==> src/rtl/sys_rst_pkg.sv <==
// Shared definitions for the system reset sequencer: state encoding and counter sizing.
package sys_rst_pkg;

    localparam logic [1:0] ST_MRST = 2'd0;
    localparam logic [1:0] ST_WAIT = 2'd1;
    localparam logic [1:0] ST_REL  = 2'd2;
    localparam logic [1:0] ST_RUN  = 2'd3;

    typedef enum logic [1:0] {
        S_MRST = ST_MRST,
        S_WAIT = ST_WAIT,
        S_REL  = ST_REL,
        S_RUN  = ST_RUN
    } state_t;

    // Bits needed for the shared counter, which counts up to (largest interval - 1).
    function automatic int unsigned cnt_width(input int unsigned rst_cycles,
                                              input int unsigned timeout,
                                              input int unsigned rel_cycles);
        int unsigned m;
        int unsigned w;
        m = rst_cycles;
        if (timeout > m)    m = timeout;
        if (rel_cycles > m) m = rel_cycles;
        w = 1;
        while ((32'd1 << w) < m) w = w + 1;
        return w;
    endfunction

endpackage

==> src/rtl/sync_2ff.sv <==
// Generic two-flop synchroniser for single-bit CDC, with a configurable reset value.
module sync_2ff #(
    parameter logic RST_VAL = 1'b0
) (
    input  logic clk,
    input  logic rst,
    input  logic d,
    output logic q
);

    logic meta;

    always_ff @(posedge clk) begin
        if (rst) begin
            meta <= RST_VAL;
            q    <= RST_VAL;
        end else begin
            meta <= d;
            q    <= meta;
        end
    end

endmodule

==> src/rtl/sys_rst_seq.sv <==
// Reset sequencer: pulses the MMCM reset, qualifies lock, then releases staged resets.
module sys_rst_seq
    import sys_rst_pkg::*;
#(
    parameter int unsigned MMCM_RST_CYCLES = 16,
    parameter int unsigned LOCK_STABLE     = 1024,
    parameter int unsigned LOCK_TIMEOUT    = 65536,
    parameter int unsigned STAGE_GAP       = 64,
    parameter int unsigned NUM_STAGES      = 2,
    parameter int unsigned CNT_W           = 8
) (
    input  logic                  clk_i,
    input  logic                  rst_i,
    input  logic                  locked_i,
    output logic                  mmcm_rst_o,
    output logic [NUM_STAGES-1:0] rst_o,
    output logic                  ready_o,
    output logic [CNT_W-1:0]      lock_loss_cnt_o,
    output logic [CNT_W-1:0]      retry_cnt_o
);

    localparam int unsigned CW = cnt_width(MMCM_RST_CYCLES, LOCK_TIMEOUT, NUM_STAGES * STAGE_GAP);

    state_t          state;
    logic [CW-1:0]   cnt;
    logic [CW-1:0]   stable;
    logic            locked_s;

    sync_2ff #(.RST_VAL(1'b0)) u_lock_sync (
        .clk (clk_i),
        .rst (rst_i),
        .d   (locked_i),
        .q   (locked_s)
    );

    // cnt is shared: MRST pulse width, WAIT timeout, REL stage gaps.
    always_ff @(posedge clk_i) begin
        if (rst_i) begin
            state           <= S_MRST;
            cnt             <= '0;
            stable          <= '0;
            mmcm_rst_o      <= 1'b1;
            rst_o           <= '1;
            ready_o         <= 1'b0;
            lock_loss_cnt_o <= '0;
            retry_cnt_o     <= '0;
        end else begin
            case (state)
                S_MRST: begin
                    mmcm_rst_o <= 1'b1;
                    rst_o      <= '1;
                    ready_o    <= 1'b0;
                    if (cnt == CW'(MMCM_RST_CYCLES - 1)) begin
                        state      <= S_WAIT;
                        cnt        <= '0;
                        stable     <= '0;
                        mmcm_rst_o <= 1'b0;
                    end else begin
                        cnt <= cnt + CW'(1);
                    end
                end
                S_WAIT: begin
                    cnt    <= cnt + CW'(1);
                    stable <= locked_s ? stable + CW'(1) : '0;
                    // Stable lock takes priority over a coincident timeout.
                    if (locked_s && (stable == CW'(LOCK_STABLE - 1))) begin
                        state <= S_REL;
                        cnt   <= '0;
                    end else if (cnt == CW'(LOCK_TIMEOUT - 1)) begin
                        state      <= S_MRST;
                        cnt        <= '0;
                        mmcm_rst_o <= 1'b1;
                        if (retry_cnt_o != {CNT_W{1'b1}})
                            retry_cnt_o <= retry_cnt_o + CNT_W'(1);
                    end
                end
                S_REL, S_RUN: begin
                    if (!locked_s) begin
                        state      <= S_MRST;
                        cnt        <= '0;
                        mmcm_rst_o <= 1'b1;
                        rst_o      <= '1;
                        ready_o    <= 1'b0;
                        if (lock_loss_cnt_o != {CNT_W{1'b1}})
                            lock_loss_cnt_o <= lock_loss_cnt_o + CNT_W'(1);
                    end else if (state == S_REL) begin
                        cnt <= cnt + CW'(1);
                        for (int k = 0; k < NUM_STAGES; k++) begin
                            if (cnt == CW'((k + 1) * STAGE_GAP - 1))
                                rst_o[k] <= 1'b0;
                        end
                        if (cnt == CW'(NUM_STAGES * STAGE_GAP - 1)) begin
                            ready_o <= 1'b1;
                            state   <= S_RUN;
                        end
                    end
                end
                default: state <= S_MRST;
            endcase
        end
    end

endmodule

==> config.mk <==
export PLATFORM = sky130hd
export DESIGN_NAME = sys_rst_seq
export DESIGN_NICKNAME = d
export VERILOG_FILES = /design/src/rtl/sys_rst_pkg.sv /design/src/rtl/sync_2ff.sv /design/src/rtl/sys_rst_seq.sv
export SDC_FILE = /design/constraint.sdc
export NUM_CORES = 1
export LEC_CHECK = 0
export ABC_AREA = 1
export CORE_MARGIN = 2
export CORE_UTILIZATION = 35
export CTS_CLUSTER_SIZE = 8
export DETAILED_ROUTE_END_ITERATION = 6
export GPL_TIMING_DRIVEN = 0
export SKIP_LAST_GASP = 1
export SYNTH_ARGS = -nofsm -noshare
export SYNTH_HDL_FRONTEND = slang
export SYNTH_HIERARCHICAL = 1
export SYNTH_SLANG_ARGS = --single-unit
==> constraint.sdc <==
create_clock -name clk_i -period 3.25 [get_ports clk_i]
set_input_delay 0.65 -clock clk_i [delete_from_list [all_inputs] [get_ports clk_i]]
set_output_delay 0.65 -clock clk_i [all_outputs]
set_load 0.1 [all_outputs]
# [After elaboration in Yosys (flattened, before gate mapping)]
# Index checks and enable logic that the tools add are counted.
[op_classes] bitwise=2 eq_ne=18 n_addsub=4 muxes=30 reduce_logical=12
[ops] op="$mux W16" n=7
[ops] op="$pmux W16 S3" n=1
[ops] op="$add A16 B1 Y16 const B" n=2
[ops] op="$pmux W16 S2" n=1
[ops] op="$add A8 B1 Y8 const B" n=2
[ops] op="$eq A16 B10 Y1 const B" n=1
[ops] op="$eq A16 B16 Y1 const B" n=1
[ops] op="$eq A16 B4 Y1 const B" n=1
[ops] op="$eq A16 B6 Y1 const B" n=1
[ops] op="$eq A16 B7 Y1 const B" n=1
[ops] op="$mux W2" n=8
[ops] op="$ne A8 B8 Y1 const B" n=2
[ops] op="$ne A3 B3 Y1 const B" n=4
[ops] op="$reduce_and A3 Y1" n=4
[ops] op="$mux W1" n=9
[ops] op="$ne A2 B2 Y1 const B" n=4
[ops] op="$reduce_and A4 Y1" n=2
[ops] op="$pmux W2 S3" n=1
[ops] op="$eq A2 B2 Y1 const B" n=2
[ops] op="$pmux W2 S2" n=1
[ops] op="$reduce_bool A2 Y1" n=2
[ops] op="$pmux W1 S3" n=1
[ops] op="$eq A2 B1 Y1 const B" n=1
[ops] op="$logic_not A2 Y1" n=1
[ops] op="5 further kinds" n=6
[totals] ff_bits=56 input_bits=3 elab_cells=77 out_inout_bits=20

# [Depth between registers and ports, before layout]
# Gate-level depths: netlist of run 1.
[depth] depth_word=5 ltp_mapped=11 depth_no_buf=11

# [By module]
# Netlist of run 1, hierarchy kept.
[modules_own_cells] module="sys_rst_seq" instances=1 cells_each=488 area_each_um2=3168.0 seq_area_each_um2=1081.0
[modules_own_cells] module="sync_2ff" instances=1 cells_each=6 area_each_um2=55.1 seq_area_each_um2=40.0

# [Worst setup path before layout of run 1]
# No wires, ideal clock.
[synth_path] path_type="reg2reg" startpoint="register lock_loss_cnt_o[0]" endpoint="register lock_loss_cnt_o[4]" arrival_time_ns=2.013 t_required_ns=3.122 setup_time_ns=0.128 stages_incl_launch_ff=11 path_buffers=0 path_slack_ns=1.110 period_less_slack_ns=2.140 cell_sequence="dfxtp_1 -> ha_1 -> nand3_1 -> nor2_1 -> nand2_1 -> nand2_1 -> inv_2 -> nand3_1 -> o21bai_1 -> o21ai_1 -> nor2_1"
[synth_between] elab_chain_cells=2 elab_cells_between_ends=3 classes_between="add/sub: 1; eq/ne: 1; reduce/logical: 1"
[synth_lines] element="from (decl)" line_no="sys_rst_seq.sv:18" text="output logic [CNT_W-1:0] lock_loss_cnt_o,"
[synth_lines] element="from (signal assigned)" line_no="sys_rst_seq.sv:85" text="lock_loss_cnt_o <= lock_loss_cnt_o + CNT_W'(1);"
[synth_lines] element="parallel branches: the longest is 2 deep, another holds $add A8 B1 Y8"
# Several ways; the timed one is not identified.
# A chain may end at the register's enable or synchronous reset.

# [Worst setup path in the final report of run 1]
[layout_path] startpoint="register retry_cnt_o[4]" endpoint="output retry_cnt_o[4]"
[layout_rtl] element="from (decl)" line_no="sys_rst_seq.sv:19" text="output logic [CNT_W-1:0] retry_cnt_o"
[layout_rtl] element="from (signal assigned)" line_no="sys_rst_seq.sv:74" text="retry_cnt_o <= retry_cnt_o + CNT_W'(1);"
# No word-level cell between the ends.

==> results of run 1 <==
layout by cell type (no fill, tap or decap), types with 7 or more instances in the layout:
cell type / n
a21oi_1: 32
clkdlybuf4s50_1: 22
dfxtp_1: 56
inv_1: 47
nand2_1: 131
nand3_1: 35
nand4_1: 22
nor2_1: 73
nor3_1: 11
o21ai_0: 19
xor2_1: 7
worst min-delay path, delay by kind of cell, from the launching register on:
kind                   cells  cell delay [ns]
buffers and inverters      1             0.04
DFF                        1             0.32
and+or+nand+nor            1             0.03
registers in the layout (all words and copies together) (netlist names):
signal / flops
state: 2
u_lock_sync/meta: 1
lock_loss_cnt_o: 8
u_lock_sync/q: 1
stable: 16
cnt: 16
mmcm_rst_o: 1
retry_cnt_o: 8
ready_o: 1
rst_o: 2
kinds of logic after synthesis:
| logic type | after synthesis | share of synthesized area |
|---|---|---|
| AO/OA/AOI/OAI | 65 | 0.113 |
| XOR/XNOR | 9 | 0.0245 |
| adder cells (fa/ha/maj) | 4 | 0.0155 |
| buffers and inverters | 63 | 0.0776 |
| flip-flops | 56 | 0.348 |
| AND/OR/NAND/NOR | 297 | 0.422 |
cell type report:
class / count / area [um^2]
well taps: 111 / 139
multi-input cells: 375 / 1850
flip-flops and latches: 56 / 1120
plain buffers: 10 / 51.3
clock inverters: 3 / 47.5
inverters: 53 / 199
clock buffers: 5 / 68.8
fillers: 957 / 5370
repair buffers: 22 / 220
through the flow:
| step | util | power, mW |
|---|---|---|
| floorplan | - | 0.787 |
| detailed placement | 0.395 | 0.815 |
| global route | 0.408 | 1.34 |
| global placement | 0.395 | 0.813 |
| CTS | 0.408 | 1.30 |
| finish | 0.408 | 1.28 |
path summary, 6_finish.rpt:
kind	startpoint	to	slack, ns
min reg2reg	u_lock_sync/meta	u_lock_sync/q	0.42
max	retry_cnt_o[4]	retry_cnt_o[4]	0.67
min	u_lock_sync/meta	u_lock_sync/q	0.42
max reg2reg	stable[0]	retry_cnt_o[5]	1.45
where the power goes:
part | internal (mW) | leakage [nW] | total, mW | switching (mW)
combinational | 0.0269 | 0.860 | 0.0980 | 0.0710
clock | 0.233 | 0.0583 | 0.482 | 0.249
sequential | 0.694 | 0.452 | 0.701 | 0.00659
total | 0.954 | 1.37 | 1.28 | 0.327
layer usage:
layer  routed length (um)  vias up  part of all wire  global-route usage
met5                    0        -                 0                   0
met4                  133        0             0.017              0.0453
met3                  370       11             0.046              0.0299
met2                 3600       81              0.45               0.284
met1                 3910     1442              0.49               0.227
li1                     -     1664                 -                   -
==> flow_summary.toml, run 1 <==
[outcome]
status = "complete, no violations"

[routing]
routedWlPerCell_um = 12.6
drt_iter0_markers = 182
ant_nets = 0
firstDrtPassIters = 6
vias = 3198
viasPerCell = 5.04
drc_errors = 0
drt-total-wl_um = 8010

[grt]
antenna_found_initial = 0
grt_pass1_wl_um = 13900
grt_pass1_vias = 3028
grt.overflow.total = 0
grtUsageTotal = 0.170
grt_max_degree = 19

[timing]
worst_slack_ns = 0.670
whs_ns = 0.421
hold_violations = 0
max_freq_mhz = 388
setup_viol = 0
worst_pin_slew_ns = 0.992
post-route-period-util = 0.794
drv_slew = 0
fin_skew_ns = 0.00917
max_slew_margin = 0.337
rsz0062_at_grt = "no"
fin_tns_setup_ns = 0
min_period_ns = 2.58

[clocking]
clock_sinks = 56
hold_buffers = 0
cts_tree = "built"
clk_pin_slew_ns = 0.11
clock_path_buffers = 2
root_buffer = "clkbuf_8"
insertion_delay_ns = 0.32
cts_setup_buffers = 0
cts_resized = 0
cts_made_buffers = 5
h-tree-depth = 2

[yosys]
synth_area_um2 = 3220
ys_seq_elements = 56
synth_edf_count = 0
yosysMostFrequentCell = "nand2_1"
ys_warn_count = 6
netlist_instances = 494
seq_area_frac_synth = 0.348
synth_area_per_cell_um2 = 6.52
yosysTopAreaCellShare = 0.348
syn_nets = 501
ys_types = 33
yosys-top-cells-count = "nand2_1, nor2_1, dfxtp_1, inv_1, nand3_1"
async_reset_ff_frac = 0
yosysTopAreaCell = "dfxtp_1"
netlist_top_cells_area = "dfxtp_1, nand2_1, nor2_1, inv_1, nand3_1"
ys.flop_type = "dfxtp_1"

[layout]
area_delta_synth_final_pct = 14.8
nets = 530
final_cell_area_um2 = 3700
final_layout_size_suffix_gt1_frac = 0.0897
antenna_cells = 0
fin_cells = 635

[critical_path]
cp-start-kind = "flip-flop"
reg2reg_depth = 10
critPathKind = "reg2out"
cp_max_fo = 5
cpPeakStageDelay_ns = 1.17
cpLargestDelayFamily = "buffers and inverters"
crit_path_end_kind = "output pin"
cp.depth = 1
path_cells = "clkdlybuf4s50_1"
worst-path-buf-inv = 1
crit_required_ns = 2.60
crit_path_top_delay_cell = "clkdlybuf4s50_1"
cp.arrival_ns = 1.93

[place]
portBuffers = 22
postPlaceCellArea_um2 = 3580
place_inst = 627
dp_slack_ns = 0.731
place.gp.congestion = 0.886
place_hpwl_um = 5860

[floorplan]
die_height_um = 100
core_area_um2 = 9060
row_count = 35
initial_core_util = 0.356
die_x_um = 100
ioPinCount = 23
die_area_um2 = 9990

[pwr]
ir_worst_vdd_mv = 0.248
p_per_area_nw_per_um2 = 346
p_leak_nw = 1.37

[run]
cap_violations = 0

[min_path]
hold_depth = 2
hold_class = "reg2reg"
No activity file was read; power rests on OpenSTA's default activity.
==> run 2, diff against run 1 <==
==> constraint.sdc (replaced) <==
create_clock -name clk_i -period 2.3 [get_ports clk_i]
set_input_delay 0.46 -clock clk_i [delete_from_list [all_inputs] [get_ports clk_i]]
set_output_delay 0.46 -clock clk_i [all_outputs]
set_load 0.1 [all_outputs]
==> run 2 against run 1 <==
  * Wire length up 0.37%
  * Sequential power up 41%
  * Cell area down 0.27%
  * Hold slack about the same
  * Count of clock-buffer cells in the layout unchanged
  * Sequential cell count unchanged
  * Die area unchanged
  * Combinational power up 40%
  * Register-to-register slack worse by 0.95 ns
  * Core utilization down 0.11 points
  * Largest cell class unchanged
==> flow_summary.toml, run 2 (synthesized netlist as in run 1, its figures left out) <==
[clocking]
clk_pin_slew_ns = 0.11
root_buffer = "clkbuf_8"
h-tree-depth = 2
cts_setup_buffers = 0
insertion_delay_ns = 0.32
clock_path_buffers = 2
cts_made_buffers = 5
clock_sinks = 56
cts_tree = "built"

[routing]
drt_iter0_markers = 160
firstDrtPassIters = 5
drt-total-wl_um = 8040
drc_errors = 0
viasPerCell = 5.08
ant_nets = 0
vias = 3227
routedWlPerCell_um = 12.7

[floorplan]
initial_core_util = 0.356
row_count = 35
core_area_um2 = 9060
die_area_um2 = 9990
die_x_um = 100
die_height_um = 100
ioPinCount = 23

[layout]
layout_commonest_cell = "nand2_1"
top_regs = "cnt: 16 flops, stable: 16 flops"
fin_util = 0.407
final_cell_area_um2 = 3690
final_layout_size_suffix_gt1_frac = 0.0897
area_delta_synth_final_pct = 14.4
mostFrequentLayoutCells = "nand2_1, nor2_1, dfxtp_1, inv_1, nand3_1"
antenna_cells = 0
nets = 530
nFillCells = 966

[timing]
hold_violations = 0
rsz0062_at_grt = "no"
setup_viol = 0
whs_ns = 0.421
max_freq_mhz = 474
max_slew_margin = 0.339
post-route-period-util = 0.916
fin_skew_ns = 0.00952
fin_tns_setup_ns = 0
drv_slew = 0
worst_pin_slew_ns = 0.990
min_period_ns = 2.11

[grt]
antenna_found_initial = 0
grt.overflow.total = 0
grt_max_degree = 19
grtUsageTotal = 0.171
grt_pass1_wl_um = 13900
grt_pass1_vias = 3033

[critical_path]
reg2reg_from = "stable[0]"
cpLargestDelayFamily = "buffers and inverters"
path_cells = "dlygate4sd2_1"
cp_max_fo = 5
crit_required_ns = 1.84
critPathKind = "reg2out"
cp-start-kind = "flip-flop"
cp.arrival_ns = 1.65
crit_path_top_delay_cell = "dlygate4sd2_1"
crit_path_end_kind = "output pin"
rrSetupSlack_ns = 0.50
r2r-end = "retry_cnt_o[5]"
worst-path-buf-inv = 1
cpPeakStageDelay_ns = 0.88
reg2reg_depth = 10

[place]
place.gp.congestion = 0.886
postPlaceCellArea_um2 = 3580
portBuffers = 22
place_hpwl_um = 5860

[pwr]
pwr-share-clk = 0.377
internal_power_mw = 1.35
total_power_mw = 1.81
power_frac_comb = 0.076
p_per_area_nw_per_um2 = 491
seqPwrFrac = 0.547
p_leak_nw = 1.48
swShare = 0.256
ir_worst_vdd_mv = 0.351
p_sw_mw = 0.463

[min_path]
hold_class = "reg2reg"
hold_depth = 2
min_from = "u_lock_sync/meta"
worstHoldEndpoint = "u_lock_sync/q"

[outcome]
status = "complete, no violations"

[run]
cap_violations = 0
==> run 2: changes by cell type in the layout (fill, tap and decap cells not counted), sizes merged <==
cell	before	now
clkdlybuf4s50	22	2
dlymetal6s2s	0	4
dlygate4sd2	0	16
==> run 2: worst reg2reg max path, cell delays in order, from the launching register on <==
cell and delay [ns]:
dfxtp_1 0.39, ha_1 0.21, nand2_1 0.16, nor2_4 0.18, inv_1 0.08, nor2_2 0.17
nand3_2 0.12, nand3_4 0.14, inv_2 0.09, nand2_1 0.09, a21oi_2 0.05
==> run 2: final cells by class <==
type / count / area, um^2 / area share
multi-input combinational: 375 / 1850 / 0.502
sequential: 56 / 1120 / 0.304
timing repair buffer: 22 / 210 / 0.0570
inverter: 53 / 199 / 0.0539
tap: 111 / 139 / 0.0377
clock buffer: 5 / 68.8 / 0.0187
buffer: 10 / 51.3 / 0.0139
clock inverter: 3 / 47.5 / 0.0129
==> run 2: worst max-delay path by stage <==
stage	cells after the start	endpoint	startpoint	slack (ns)
after detailed placement	6	lock_loss_cnt_o[7]	rst_i	-0.03
after CTS	1	lock_loss_cnt_o[3]	lock_loss_cnt_o[3]	0.0006
after global placement	6	lock_loss_cnt_o[7]	rst_i	-0.02
after global routing	1	retry_cnt_o[5]	retry_cnt_o[5]	0.14
final	1	retry_cnt_o[4]	retry_cnt_o[4]	0.19
after floorplan	10	lock_loss_cnt_o[4]	lock_loss_cnt_o[0]	0.16
==> run 2: through the flow <==
stage	worst slack, ns	cells
final	0.192	635
after global routing	0.136	635
after detailed placement	-0.0292	627
after floorplan	0.160	494
after global placement	-0.0244	627
after CTS	0.000622	635
==> run 2: per-layer routing <==
metal	vias up	GRT usage	wire [um]
met5	-	0	0
met2	95	0.286	3660
met1	1461	0.227	3830
li1	1658	-	-
met4	0	0.0464	145
met3	13	0.0299	403
==> run 2: what timing repair did <==
| action | 4_1_cts | 5_1_grt |
|---|---|---|
| hold buffers | 0 | 0 |
| setup endpoints to repair | 16 | 4 |
| gates resized for setup | 16 | 4 |
==> run 2: power groups by stage <==
stage / clock, mW / sequential, mW / combinational, mW
2_1_floorplan: 0 / 1.03 / 0.0849
3_3_place_gp: 0 / 1.01 / 0.137
3_5_place_dp: 0 / 1.01 / 0.138
4_1_cts: 0.704 / 0.991 / 0.138
5_1_grt: 0.741 / 0.992 / 0.154
6_report: 0.683 / 0.991 / 0.137
==> run 3, diff against run 2 <==
--- a/config.mk
+++ b/config.mk
@@ -6,7 +6,6 @@
 export NUM_CORES = 1
 export LEC_CHECK = 0
 export ABC_AREA = 1
-export CORE_MARGIN = 2
 export CORE_UTILIZATION = 35
 export CTS_CLUSTER_SIZE = 8
 export DETAILED_ROUTE_END_ITERATION = 6
==> run 3 against run 2 <==
  * Core utilization is 0.93 points higher
  * First-iteration DRC count up 24%
  * Register-to-register slack about the same
  * Global-route usage grew 0.30 points
  * Non-clock buffer count unchanged
  * Maximum frequency up 0.73%
  * Critical path depth unchanged
  * Cell count fell by 0.47%
  * Setup slack better by 0.015 ns
  * Sequential power about the same
  * Wire length is 2.3% lower
  * Cell area down 0.64%
==> flow_summary.toml, run 3 (synthesized netlist as in run 1, its figures left out) <==
[outcome]
status = "complete, no violations"

[clocking]
clk_pin_slew_ns = 0.10
cts_setup_buffers = 0
clock_sinks = 56
cts_made_buffers = 5
h-tree-depth = 2
cts_tree = "built"
clock_path_buffers = 2
insertion_delay_ns = 0.31
root_buffer = "clkbuf_8"

[timing]
fin_tns_setup_ns = 0
rsz0062_at_grt = "no"
hold_violations = 0
drv_slew = 0
max_slew_margin = 0.338
max_freq_mhz = 478
worst_pin_slew_ns = 0.992
min_period_ns = 2.09
setup_viol = 0
whs_ns = 0.416
fin_skew_ns = 0.00751
post-route-period-util = 0.910
worst_slack_ns = 0.207

[critical_path]
cpLargestDelayFamily = "buffers and inverters"
crit_path_top_delay_cell = "dlygate4sd2_1"
r2r-end = "cnt[9]"
path_cells = "dlygate4sd2_1"
worst-path-buf-inv = 1
critical_path.startpoint = "retry_cnt_o[4]"
crit_required_ns = 1.84
cp-start-kind = "flip-flop"
cpPeakStageDelay_ns = 0.88
rrSetupSlack_ns = 0.50
endpoint = "retry_cnt_o[4]"
cp_max_fo = 5
cp.depth = 1
reg2reg_depth = 8
cp.arrival_ns = 1.63
crit_path_end_kind = "output pin"
critPathKind = "reg2out"
reg2reg_from = "stable[0]"

[routing]
routedWlPerCell_um = 12.4
drt-total-wl_um = 7860
viasPerCell = 5.08
drt_iter0_markers = 198
ant_nets = 0
drc_errors = 0
firstDrtPassIters = 7
vias = 3209

[pwr]
swShare = 0.262
power_frac_comb = 0.079
seqPwrFrac = 0.577
total_power_mw = 1.72
pwr-share-clk = 0.344
p_per_area_nw_per_um2 = 468
internal_power_mw = 1.27
ir_worst_vdd_mv = 0.330
p_leak_nw = 1.47
p_sw_mw = 0.450

[place]
dp_slack_ns = -0.0487
place_hpwl_um = 5790
postPlaceCellArea_um2 = 3580
place.gp.congestion = 0.850
portBuffers = 22
place_inst = 624

[layout]
layout_commonest_cell = "nand2_1"
area_delta_synth_final_pct = 13.7
fin_util = 0.416
top_regs = "cnt: 16 flops, stable: 16 flops"
final_cell_area_um2 = 3660
final_layout_size_suffix_gt1_frac = 0.0897
nFillCells = 924
nets = 530
antenna_cells = 0
fin_cells = 632
mostFrequentLayoutCells = "nand2_1, nor2_1, dfxtp_1, inv_1, nand3_1"

[floorplan]
row_count = 34
core_area_um2 = 8810
die_x_um = 98.0
die_area_um2 = 9600
initial_core_util = 0.366
die_height_um = 98.0
ioPinCount = 23

[grt]
grt_pass1_wl_um = 13700
grtUsageTotal = 0.174
grt_max_degree = 18
grt_pass1_vias = 3018
antenna_found_initial = 0
grt.overflow.total = 0

[min_path]
hold_class = "reg2reg"

[run]
cap_violations = 0
run 3: worst min-delay path by stage:
stage / cells past startpoint / from / slack (ns) / end
5_1_grt: 2 / u_lock_sync/meta / 0.43 / u_lock_sync/q
3_3_place_gp: 2 / u_lock_sync/meta / 0.39 / u_lock_sync/q
6_report: 2 / u_lock_sync/meta / 0.42 / u_lock_sync/q
4_1_cts: 2 / u_lock_sync/meta / 0.42 / u_lock_sync/q
3_5_place_dp: 2 / u_lock_sync/meta / 0.40 / u_lock_sync/q
2_1_floorplan: 2 / u_lock_sync/meta / 0.39 / u_lock_sync/q
run 3: worst register-to-register path: cells and delay by family (launching register included):
family	cells	cell delay (ns)
AOI/OAI and AO/OA	1	0.29
adders and majority gates	1	0.20
DFF	1	0.39
and+or+nand+nor	6	0.80
run 3: power groups by stage:
stage | Sequential, mW | Combinational, mW | Clock (mW)
after floorplan | 1.03 | 0.0849 | 0
after global placement | 1.01 | 0.137 | 0
after detailed placement | 1.01 | 0.137 | 0
after CTS | 0.990 | 0.138 | 0.612
after global routing | 0.991 | 0.152 | 0.649
final | 0.990 | 0.136 | 0.590
run 3: final cells by class:
class                      instances  area (um^2)  area share
tap                              108          135      0.0369
multi-input combinational        375         1850       0.505
clock inverter                     2         13.8     0.00376
clock buffer                       6         82.6      0.0225
inverter                          53          199      0.0543
buffer                            10         51.3      0.0140
timing repair buffer              22          210      0.0574
sequential                        56         1120       0.306
run 3: layer usage:
layer | GRT usage | wire length (um) | part of all wire | vias up
met5 | 0 | 0 | 0 | -
met4 | 0.0618 | 93 | 0.012 | 0
met3 | 0.0251 | 368 | 0.047 | 10
met2 | 0.289 | 3570 | 0.45 | 80
met1 | 0.228 | 3820 | 0.49 | 1450
li1 | - | - | - | 1669
run 3: what timing repair did:
| item | 4_1_cts | 5_1_grt |
|---|---|---|
| pin swaps | 0 | 0 |
| hold buffers | 0 | 0 |
| setup endpoints to repair | 16 | 4 |
| gates resized for setup | 16 | 4 |
| hold endpoints to repair | 0 | 0 |
